`src/rtl/uart_rx_fifo.sv`:
```
// uart_rx_fifo: show-ahead receive FIFO behind the UART receiver.
// Holds {err,data} per frame, flags overflow, counts dropped error frames.
// Ports:
//  clk, reset          clock, async active-low reset
//  wr_en/wr_data/wr_err  frame strobe, byte, receiver error code
//  rd_en               pop head entry
//  rd_data/rd_err      head entry (0 while empty)
//  empty/full/count    fill state
//  overflow/err_cnt    sticky overflow, saturating drop count
//  clr_stat            clear overflow and err_cnt
module uart_rx_fifo #(
  parameter int DEPTH    = 16,
  parameter int ADDR_W   = 4,
  parameter bit DROP_ERR = 1'b0
) (
  input  logic              clk,
  input  logic              reset,
  input  logic              wr_en,
  input  logic [7:0]        wr_data,
  input  logic [2:0]        wr_err,
  input  logic              rd_en,
  output logic [7:0]        rd_data,
  output logic [2:0]        rd_err,
  output logic              empty,
  output logic              full,
  output logic [ADDR_W:0]   count,
  output logic              overflow,
  output logic [7:0]        err_cnt,
  input  logic              clr_stat
);

  localparam logic [ADDR_W:0] FULL_CNT =
    (ADDR_W+1)'(DEPTH);

  logic [10:0]       mem [DEPTH];
  logic [ADDR_W-1:0] wr_ptr;
  logic [ADDR_W-1:0] rd_ptr;

  logic drop;
  logic wr_ok;
  logic rd_ok;
  logic ovf_ev;
  logic drop_ev;

  assign empty = (count == '0);
  assign full  = (count == FULL_CNT);

  assign drop = DROP_ERR && (wr_err != 3'd0);

  // A read in the same cycle frees the slot a full-FIFO write needs.
  assign wr_ok   = wr_en & ~drop & (~full | rd_en);
  assign rd_ok   = rd_en & ~empty;
  assign ovf_ev  = wr_en & ~drop & full & ~rd_en;
  assign drop_ev = wr_en & drop;

  // Storage is never cleared; pointers/count define what is valid.
  always_ff @(posedge clk) begin
    if (wr_ok)
      mem[wr_ptr] <= {wr_err, wr_data};
  end

  always_ff @(posedge clk or negedge reset) begin
    if (!reset) begin
      wr_ptr <= '0;
      rd_ptr <= '0;
      count  <= '0;
    end else begin
      if (wr_ok)
        wr_ptr <= wr_ptr + 1'b1;
      if (rd_ok)
        rd_ptr <= rd_ptr + 1'b1;
      case ({wr_ok, rd_ok})
        2'b10:   count <= count + 1'b1;
        2'b01:   count <= count - 1'b1;
        default: count <= count;
      endcase
    end
  end

  // A new event in the clearing cycle takes priority over the clear.
  always_ff @(posedge clk or negedge reset) begin
    if (!reset) begin
      overflow <= 1'b0;
      err_cnt  <= '0;
    end else begin
      if (ovf_ev)
        overflow <= 1'b1;
      else if (clr_stat)
        overflow <= 1'b0;

      if (drop_ev) begin
        if (clr_stat)
          err_cnt <= 8'd1;
        else if (err_cnt != 8'hFF)
          err_cnt <= err_cnt + 8'd1;
      end else if (clr_stat) begin
        err_cnt <= '0;
      end
    end
  end

  assign {rd_err, rd_data} = empty ? 11'd0 : mem[rd_ptr];

endmodule
```
`config.mk`:
```
export PLATFORM = sky130hd
export DESIGN_NAME = uart_rx_fifo
export DESIGN_NICKNAME = d
export VERILOG_FILES = /design/src/rtl/uart_rx_fifo.sv
export SDC_FILE = /design/constraint.sdc
export NUM_CORES = 1
export LEC_CHECK = 0
export CAP_MARGIN = 15
export CORE_UTILIZATION = 30
export CTS_BUF_LIST = sky130_fd_sc_hd__clkbuf_2
export DETAILED_ROUTE_END_ITERATION = 16
export MAX_ROUTING_LAYER = met4
export SLEW_MARGIN = 10
export SYNTH_ARGS = -nofsm -noshare
export SYNTH_HDL_FRONTEND = slang
export SYNTH_SLANG_ARGS = --single-unit
```
`constraint.sdc`:
```
create_clock -name clk -period 4.3 [get_ports clk]
set_clock_uncertainty 0.2 [all_clocks]
set_input_delay 0.645 -clock clk [delete_from_list [all_inputs] [get_ports clk]]
set_output_delay 0.645 -clock clk [all_outputs]
set_load 0.01 [all_outputs]
```
==> out/metrics.csv, run 1 <==
stage;metric;value;unit
synthesis;synth_top_family_by_area;multiplexers;
routing;drtPass1Iterations;4;
routing;route.detailed.drc;0;
timing;holdWs;72.13;ps
synthesis;synth_xor_area_share;1.122;%
critical_path;criticalPathCategory;flip-flop to output pin;
timing;slew_headroom;49.81;%
pwr;powerDensity;599.5;mW/mm^2
grt;grt_pass1_wl;22800;um
critical_path;critPathArrivalTime;3140;ps
layout;diodes;0;
timing;setup_viol;0;
synthesis;synth-compound-area-share;2.869;%
clock_network;clk_latency;720;ps
timing;max_freq;250.8;MHz
layout;layoutNonFillerInstCount;784;
layout;fin_nets;466;
layout;final_layout_size_suffix_gt1_share;24.45;%
floorplan;start_util;30.82;%
grt;gr-usage-all-layers;12.14;%
timing;period_share;92.74;%
worst_hold_path;hp-class;primary input to async pin;
critical_path;cp_max_fo;22;
synthesis;synth_adder_area_share;1.443;%
routing;ant_nets;0;
synthesis;yosysTopAreaCell;edfxtp_1;
synthesis;ys_types;44;
timing;period_needed;3988;ps
floorplan;die_y;163.3;um
pwr;p_leak;2.853;nW
grt;grt_start_max_net_pins;34;
layout;final-seq-area;0.005640;sq mm
clock_network;cts_buffers;17;
timing;hold_viol_final;0;
floorplan;io_pins;43;
clock_network;clkSinkCount;190;
routing;via_per_inst;4.744;
critical_path;end_kind;output pin;
placement;pre_cts_ws;572.7;ps
synthesis;synth-async-reset-ratio;7.368;%
floorplan;dieWidth;163.3;um
clock_network;h-tree-depth;4;
timing;drv_slew;0;
synthesis;synth_area_per_cell;19.61;sq um
synthesis;synth_simple_gate_area_share;3.542;%
placement;placed_cells;749;
pwr;vdd.ir_drop.worst;0.0003066;V
outcome;status;finished clean;
synthesis;netlist_top_cells_area;edfxtp_1, mux4_2, dfrtp_1;
routing;wl;14840;um
synthesis;ys_warn_count;0;
placement;dp_hpwl;9273;um
synthesis;yosysSeqAreaShare;72.19;%
floorplan;die_area;0.02667;sq mm
critical_path;cp_data_required_time;3450;ps
synthesis;ys.flop_type;edfxtp_1;
routing;drt_iter0_markers;339;
timing;tightest_slew;752.8;ps
synthesis;synth.top_cell.area_share;67.70;%
synthesis;synth_cells;398;
routing;wl_per_cell;18.92;um
placement;place_congestion;0.8094;
layout;fillCellCount;2361;
floorplan;core_area;0.02533;sq mm
grt;antenna_found_initial;0;
placement;port_buffers;34;
critical_path;reg2regPathDepth;10;
synthesis;synth_edf_count;176;
floorplan;fp-row-count;58;
pwr;fin_total_pwr;0.005271;W
synthesis;synth_seq_cells;190;
timing;fin_ws;312.1;ps
clock_network;clockBufferDepth;2;
timing;grt_setup_unrepaired;false;
timing;finalSetupTns;0;ps
routing;num_vias;3719;
run;max-cap-violations;0;
critical_path;cp-start-kind;flip-flop;
synthesis;muxShareOfSynthArea;15.98;%
synthesis;syn_area;0.007806;sq mm
layout;multi_input_area;0.001978;sq mm
grt;grt_pass1_vias;3895;
clock_network;clk_pin_slew_worst_paths;290;ps
clock_network;cts_tree;built;
clock_network;root_buffer;clkbuf_2;
layout;syn_to_final_growth;12.63;%
grt;grt_overflow_total;0;
-- Yosys cell counts (7+ instances only) --
cell type / count
dfrtp_1: 14
o21ai_0: 10
a21oi_1: 12
xnor2_1: 9
edfxtp_1: 176
buf_4: 10
inv_1: 8
ha_1: 9
and2_1: 8
mux2_2: 13
nor2_1: 7
nand2_1: 7
buf_2: 9
mux2i_1: 11
mux4_2: 44
-- through the flow --
stage          instance area, sq um  utilization, %
3_5_place_dp                   8501           33.56
3_3_place_gp                   8501           33.56
5_1_grt                        8792           34.71
2_1_floorplan                  7833               -
6_report                       8792           34.71
4_1_cts                        8770           34.63
-- registers in the layout (all words and copies together), names as in the netlist --
register	count
count	5
overflow	1
wr_ptr	4
rd_ptr	4
mem	176
-- worst max-delay path, cell delays in order (launching register included) --
cell and delay (ps):
dfrtp_4 560, buf_12 220, mux4_2 520, mux2_2 280
o21ai_0 180, a21oi_1 110, clkdlybuf4s50_1 540
-- path summary, 6_finish.rpt --
check	from	endpoint	slack (ps)
worst max-delay path	rd_ptr[1]	rd_data[2]	310
worst min-delay path	reset	count[1]	70
worst max register to register	count[1]	count[4]	670
worst min register to register	rd_ptr[3]	rd_ptr[3]	300
max in group asynchronous	reset	rd_ptr[1]	3350
min in group clk	clr_stat	overflow	280
-- layout by cell type (no fill, tap or decap), types with 4 or more instances in the layout --
master,instances
edfxtp_1,176
mux4_2,44
clkdlybuf4s50_1,34
clkbuf_2,17
mux2_2,13
a21oi_1,12
dfrtp_1,12
mux2i_1,11
o21ai_0,10
buf_4,10
xnor2_1,9
ha_1,9
inv_1,8
and2_1,8
conb_1,8
nand2_1,7
nor2_1,7
nand3_1,6
and3_1,5
clkinv_8,4
-- routing by layer --
| metal | track usage, % | vias up | wire length, um |
|---|---|---|---|
| li1 | - | 1676 | - |
| met1 | 15.70 | 1939 | 6742 |
| met2 | 19.32 | 99 | 7310 |
| met3 | 3.123 | 5 | 703 |
| met4 | 2.294 | 0 | 80 |
| met5 | - | - | 0 |
-- logic make-up (layout without fill, tap and decap cells) --
kind of cell / count (synthesis) / after routing
flops: 190 / 190
mux: 68 / 68
simple gates: 46 / 46
buf+inv: 38 / 87
compound gates: 36 / 36
xor+xnor: 10 / 10
fa+ha+maj: 9 / 9
other cells: 1 / 8
-- report_power, final --
part | leakage, nW | total [W] | internal [W] | switching, W
registers | 1.75 | 0.00243 | 0.00225 | 0.000174
clock network | 0.155 | 0.000910 | 0.000244 | 0.000666
logic | 0.945 | 0.00193 | 0.00101 | 0.000923
total | 2.85 | 0.00527 | 0.00351 | 0.00176
-- cell type report --
class                      count  share of cell area, %
clock buffer                  17                 0.9677
clock inverter                15                  2.063
inverter                       9                 0.4412
multi-input combinational    177                  22.50
sequential                   190                  64.15
tap                          330                  4.696
timing repair buffer          46                  5.180
-- timing repair --
action	4_1_cts	5_1_grt
pin swaps	0	0
endpoints found under the setup margin	2	5
resized for setup	1	0
buffers inserted	0	3
hold buffers	0	0
No activity file was read; power rests on OpenSTA's default activity.
==> run 2, diff against run 1 <==
--- a/config.mk
+++ b/config.mk
@@ -9,6 +9,7 @@
 export CORE_UTILIZATION = 30
 export CTS_BUF_LIST = sky130_fd_sc_hd__clkbuf_2
 export DETAILED_ROUTE_END_ITERATION = 16
+export GPL_ROUTABILITY_DRIVEN = 0
 export MAX_ROUTING_LAYER = met4
 export SLEW_MARGIN = 10
 export SYNTH_ARGS = -nofsm -noshare
==> results of run 2 <==
Final layout, timing and power as in run 1 (identical DEF).
==> run 3, diff against run 2 <==
--- a/config.mk
+++ b/config.mk
@@ -5,7 +5,6 @@
 export SDC_FILE = /design/constraint.sdc
 export NUM_CORES = 1
 export LEC_CHECK = 0
-export CAP_MARGIN = 15
 export CORE_UTILIZATION = 30
 export CTS_BUF_LIST = sky130_fd_sc_hd__clkbuf_2
 export DETAILED_ROUTE_END_ITERATION = 16
==> constraint.sdc (replaced) <==
create_clock -name clk -period 4.86 [get_ports clk]
set_clock_uncertainty 0.2 [all_clocks]
set_input_delay 0.729 -clock clk [delete_from_list [all_inputs] [get_ports clk]]
set_output_delay 0.729 -clock clk [all_outputs]
set_load 0.01 [all_outputs]
==> out/metrics.csv, run 3 (synthesis results as in run 1) <==
stage;metric;value;unit;change
outcome;status;finished clean;;unchanged
pwr;p_leak;2.783;nW;was 2.853 nW
critical_path;cp_max_fo;20;;was 22
critical_path;slowest_delay;830;ps;was 560 ps
grt;grt_start_max_net_pins;34;;unchanged
routing;via_per_inst;4.866;;was 4.744
critical_path;reg2regPathDepth;10;;unchanged
clock_network;cts_hold_buf;0;;unchanged
clock_network;root_buffer;clkbuf_2;;unchanged
routing;top_layer_used;met4;;unchanged
floorplan;dieWidth;163.3;um;unchanged
grt;antenna_found_initial;0;;unchanged
critical_path;timing.critical_path.cells;buf_4, mux4_2, mux2_2, o21ai_0, a21oi_1, clkdlybuf4s50_1;;was buf_12, mux4_2, mux2_2, o21ai_0, a21oi_1, clkdlybuf4s50_1
layout;final_layout_size_suffix_gt1_share;22.77;%;was 24.45%
critical_path;r2r_slack;1210;ps;was 670 ps
layout;final-seq-area;0.005638;sq mm;was 0.005640 sq mm
floorplan;io_pins;43;;unchanged
timing;tightest_slew;1077;ps;was 752.8 ps
routing;wl_met1;7637;um;was 6742 um
timing;max_freq;225.6;MHz;
routing;met3_length;825;um;was 703 um
critical_path;cp_data_required_time;3930;ps;was 3450 ps
routing;drt_iter0_markers;322;;was 339
layout;largest_register_ff_count;176;;unchanged
layout;largestRegisters;mem x176, count x5;;unchanged
pwr;power_frac_clock;14.2;%;was 17.3%
timing;period_share;91.19;%;
critical_path;slowest_stage;dfrtp_2;;was dfrtp_4
layout;layout_common_cells;edfxtp_1, mux4_2, clkdlybuf4s50_1;;unchanged
layout;fillCellCount;2359;;was 2,361
grt;grt_pass1_vias;4008;;was 3,895
grt;grt_overflow_total;0;;unchanged
grt;grt_pass1_wl;24830;um;was 22,800 um
routing;wl;16260;um;was 14,840 um
pwr;p_seq_share;49.0;%;was 46.1%
critical_path;r2r-end;count[4];;unchanged
run;max-cap-violations;0;;unchanged
layout;fin_nets;461;;was 466
placement;port_buffers;34;;unchanged
pwr;powerDensity;516.7;mW/mm^2;was 599.5 mW/mm^2
pwr;pwr-share-comb;36.7;%;about the same
clock_network;ctsResizeCount;0;;was 1
grt;gr-usage-all-layers;13.51;%;was 12.14%
timing;finalSetupTns;0;ps;unchanged
routing;wl_per_cell;20.90;um;was 18.92 um
critical_path;cp-start-kind;flip-flop;;unchanged
pwr;sw_frac_of_total;33.02;%;was 33.46%
worst_hold_path;hp-class;primary input to async pin;;unchanged
critical_path;critPathArrivalTime;3500;ps;was 3140 ps
floorplan;die_y;163.3;um;unchanged
clock_network;cts_buffers;17;;unchanged
placement;dp_hpwl;9502;um;was 9273 um
floorplan;die_area;0.02667;sq mm;unchanged
clock_network;cts_setup_buffers;0;;unchanged
layout;syn_to_final_growth;10.66;%;was 12.63%
routing;num_vias;3786;;was 3,719
pwr;internal_power;0.002990;W;was 0.003508 W
pwr;netSwitchingPower;0.001474;W;was 0.001764 W
layout;multi_input_area;0.001983;sq mm;was 0.001978 sq mm
layout;top_register;mem;;unchanged
critical_path;end_kind;output pin;;unchanged
floorplan;start_util;30.82;%;unchanged
routing;drtPass1Iterations;4;;unchanged
critical_path;criticalPathCategory;flip-flop to output pin;;unchanged
placement;dpl_cell_area;0.008478;sq mm;was 0.008501 sq mm
clock_network;cts_tree;built;;unchanged
pwr;vdd.ir_drop.worst;0.0003170;V;was 0.0003066 V
floorplan;core_area;0.02533;sq mm;unchanged
critical_path;r2r-start;count[1];;unchanged
layout;layout_commonest_cell;edfxtp_1;;unchanged
clock_network;clkSinkCount;190;;unchanged
timing;grt_setup_unrepaired;false;;unchanged
layout;diodes;0;;unchanged
layout;fin_area;0.008638;sq mm;was 0.008792 sq mm
floorplan;fp-row-count;58;;unchanged
routing;route.detailed.drc;0;;unchanged
timing;hold_viol_final;0;;unchanged
clock_network;clk_pin_slew_worst_paths;250;ps;was 290 ps
timing;slew_headroom;28.13;%;was 49.81%
clock_network;h-tree-depth;4;;unchanged
clock_network;clockBufferDepth;2;;unchanged
timing;drv_slew;0;;unchanged
routing;met2_length;7574;um;was 7310 um
timing;setup_viol;0;;unchanged
clock_network;clk_latency;730;ps;was 720 ps
timing;period_needed;4432;ps;
routing;ant_nets;0;;unchanged
run 3: cell types whose count changed in the layout (fill, tap and decap cells not counted), sizes merged:
cell      previous run  this run
inv                 13         9
clkinv               9         8
clkbuf              17        23
clkinvlp             1         0
buf                 12         7
bufinv               1         0
run 3: metrics by stage:
stage	power, W	hold WS [ps]	std cells	setup slack, ps	util [%]
after floorplan	0.003295	233.4	405	1521	-
after detailed placement	0.003884	292.5	747	1012	33.48
final	0.004464	154.9	778	428.3	34.11
after CTS	0.004509	116.3	778	342.4	34.11
after global routing	0.004713	111.0	778	185.4	34.11
after global placement	0.003857	279.9	747	1178	33.48
run 3: area by class of cell:
cell class,count,area share (%)
sequential,190,65.27
multi-input combinational,177,22.96
tap,330,4.780
timing repair buffer,41,4.693
clock buffer,23,1.333
clock inverter,8,0.5214
inverter,9,0.4490
run 3: per-layer routing:
metal  track usage [%]  up-vias
met5                 -        -
met4             3.866        0
met3             3.174       15
met2             20.15      104
met1             18.35     2001
li1                  -     1666
run 3: power by group through the flow:
stage          sequential, W  clock (W)  combinational (W)
3_5_place_dp         0.00223          0            0.00166
3_3_place_gp         0.00221          0            0.00164
4_1_cts              0.00219   0.000656            0.00166
6_report             0.00219   0.000636            0.00164
5_1_grt              0.00221   0.000716            0.00178
2_1_floorplan        0.00210          0            0.00120
run 3: worst max path at each step:
stage / from / endpoint / slack, ps / cells past startpoint
6_report: rd_ptr[1] / rd_data[5] / 430 / 6
5_1_grt: rd_ptr[1] / rd_data[5] / 190 / 6
4_1_cts: rd_ptr[1] / rd_data[5] / 340 / 6
3_5_place_dp: rd_en / count[4] / 1010 / 10
3_3_place_gp: rd_en / count[4] / 1180 / 10
2_1_floorplan: count[1] / count[4] / 1520 / 11
run 3: critical path, delay by kind of cell (launching register included):
kind / cells / cell delay [ps]
AOI/OAI and AO/OA: 2 / 310
muxes: 2 / 800
buffers and inverters: 2 / 830
DFF: 1 / 830
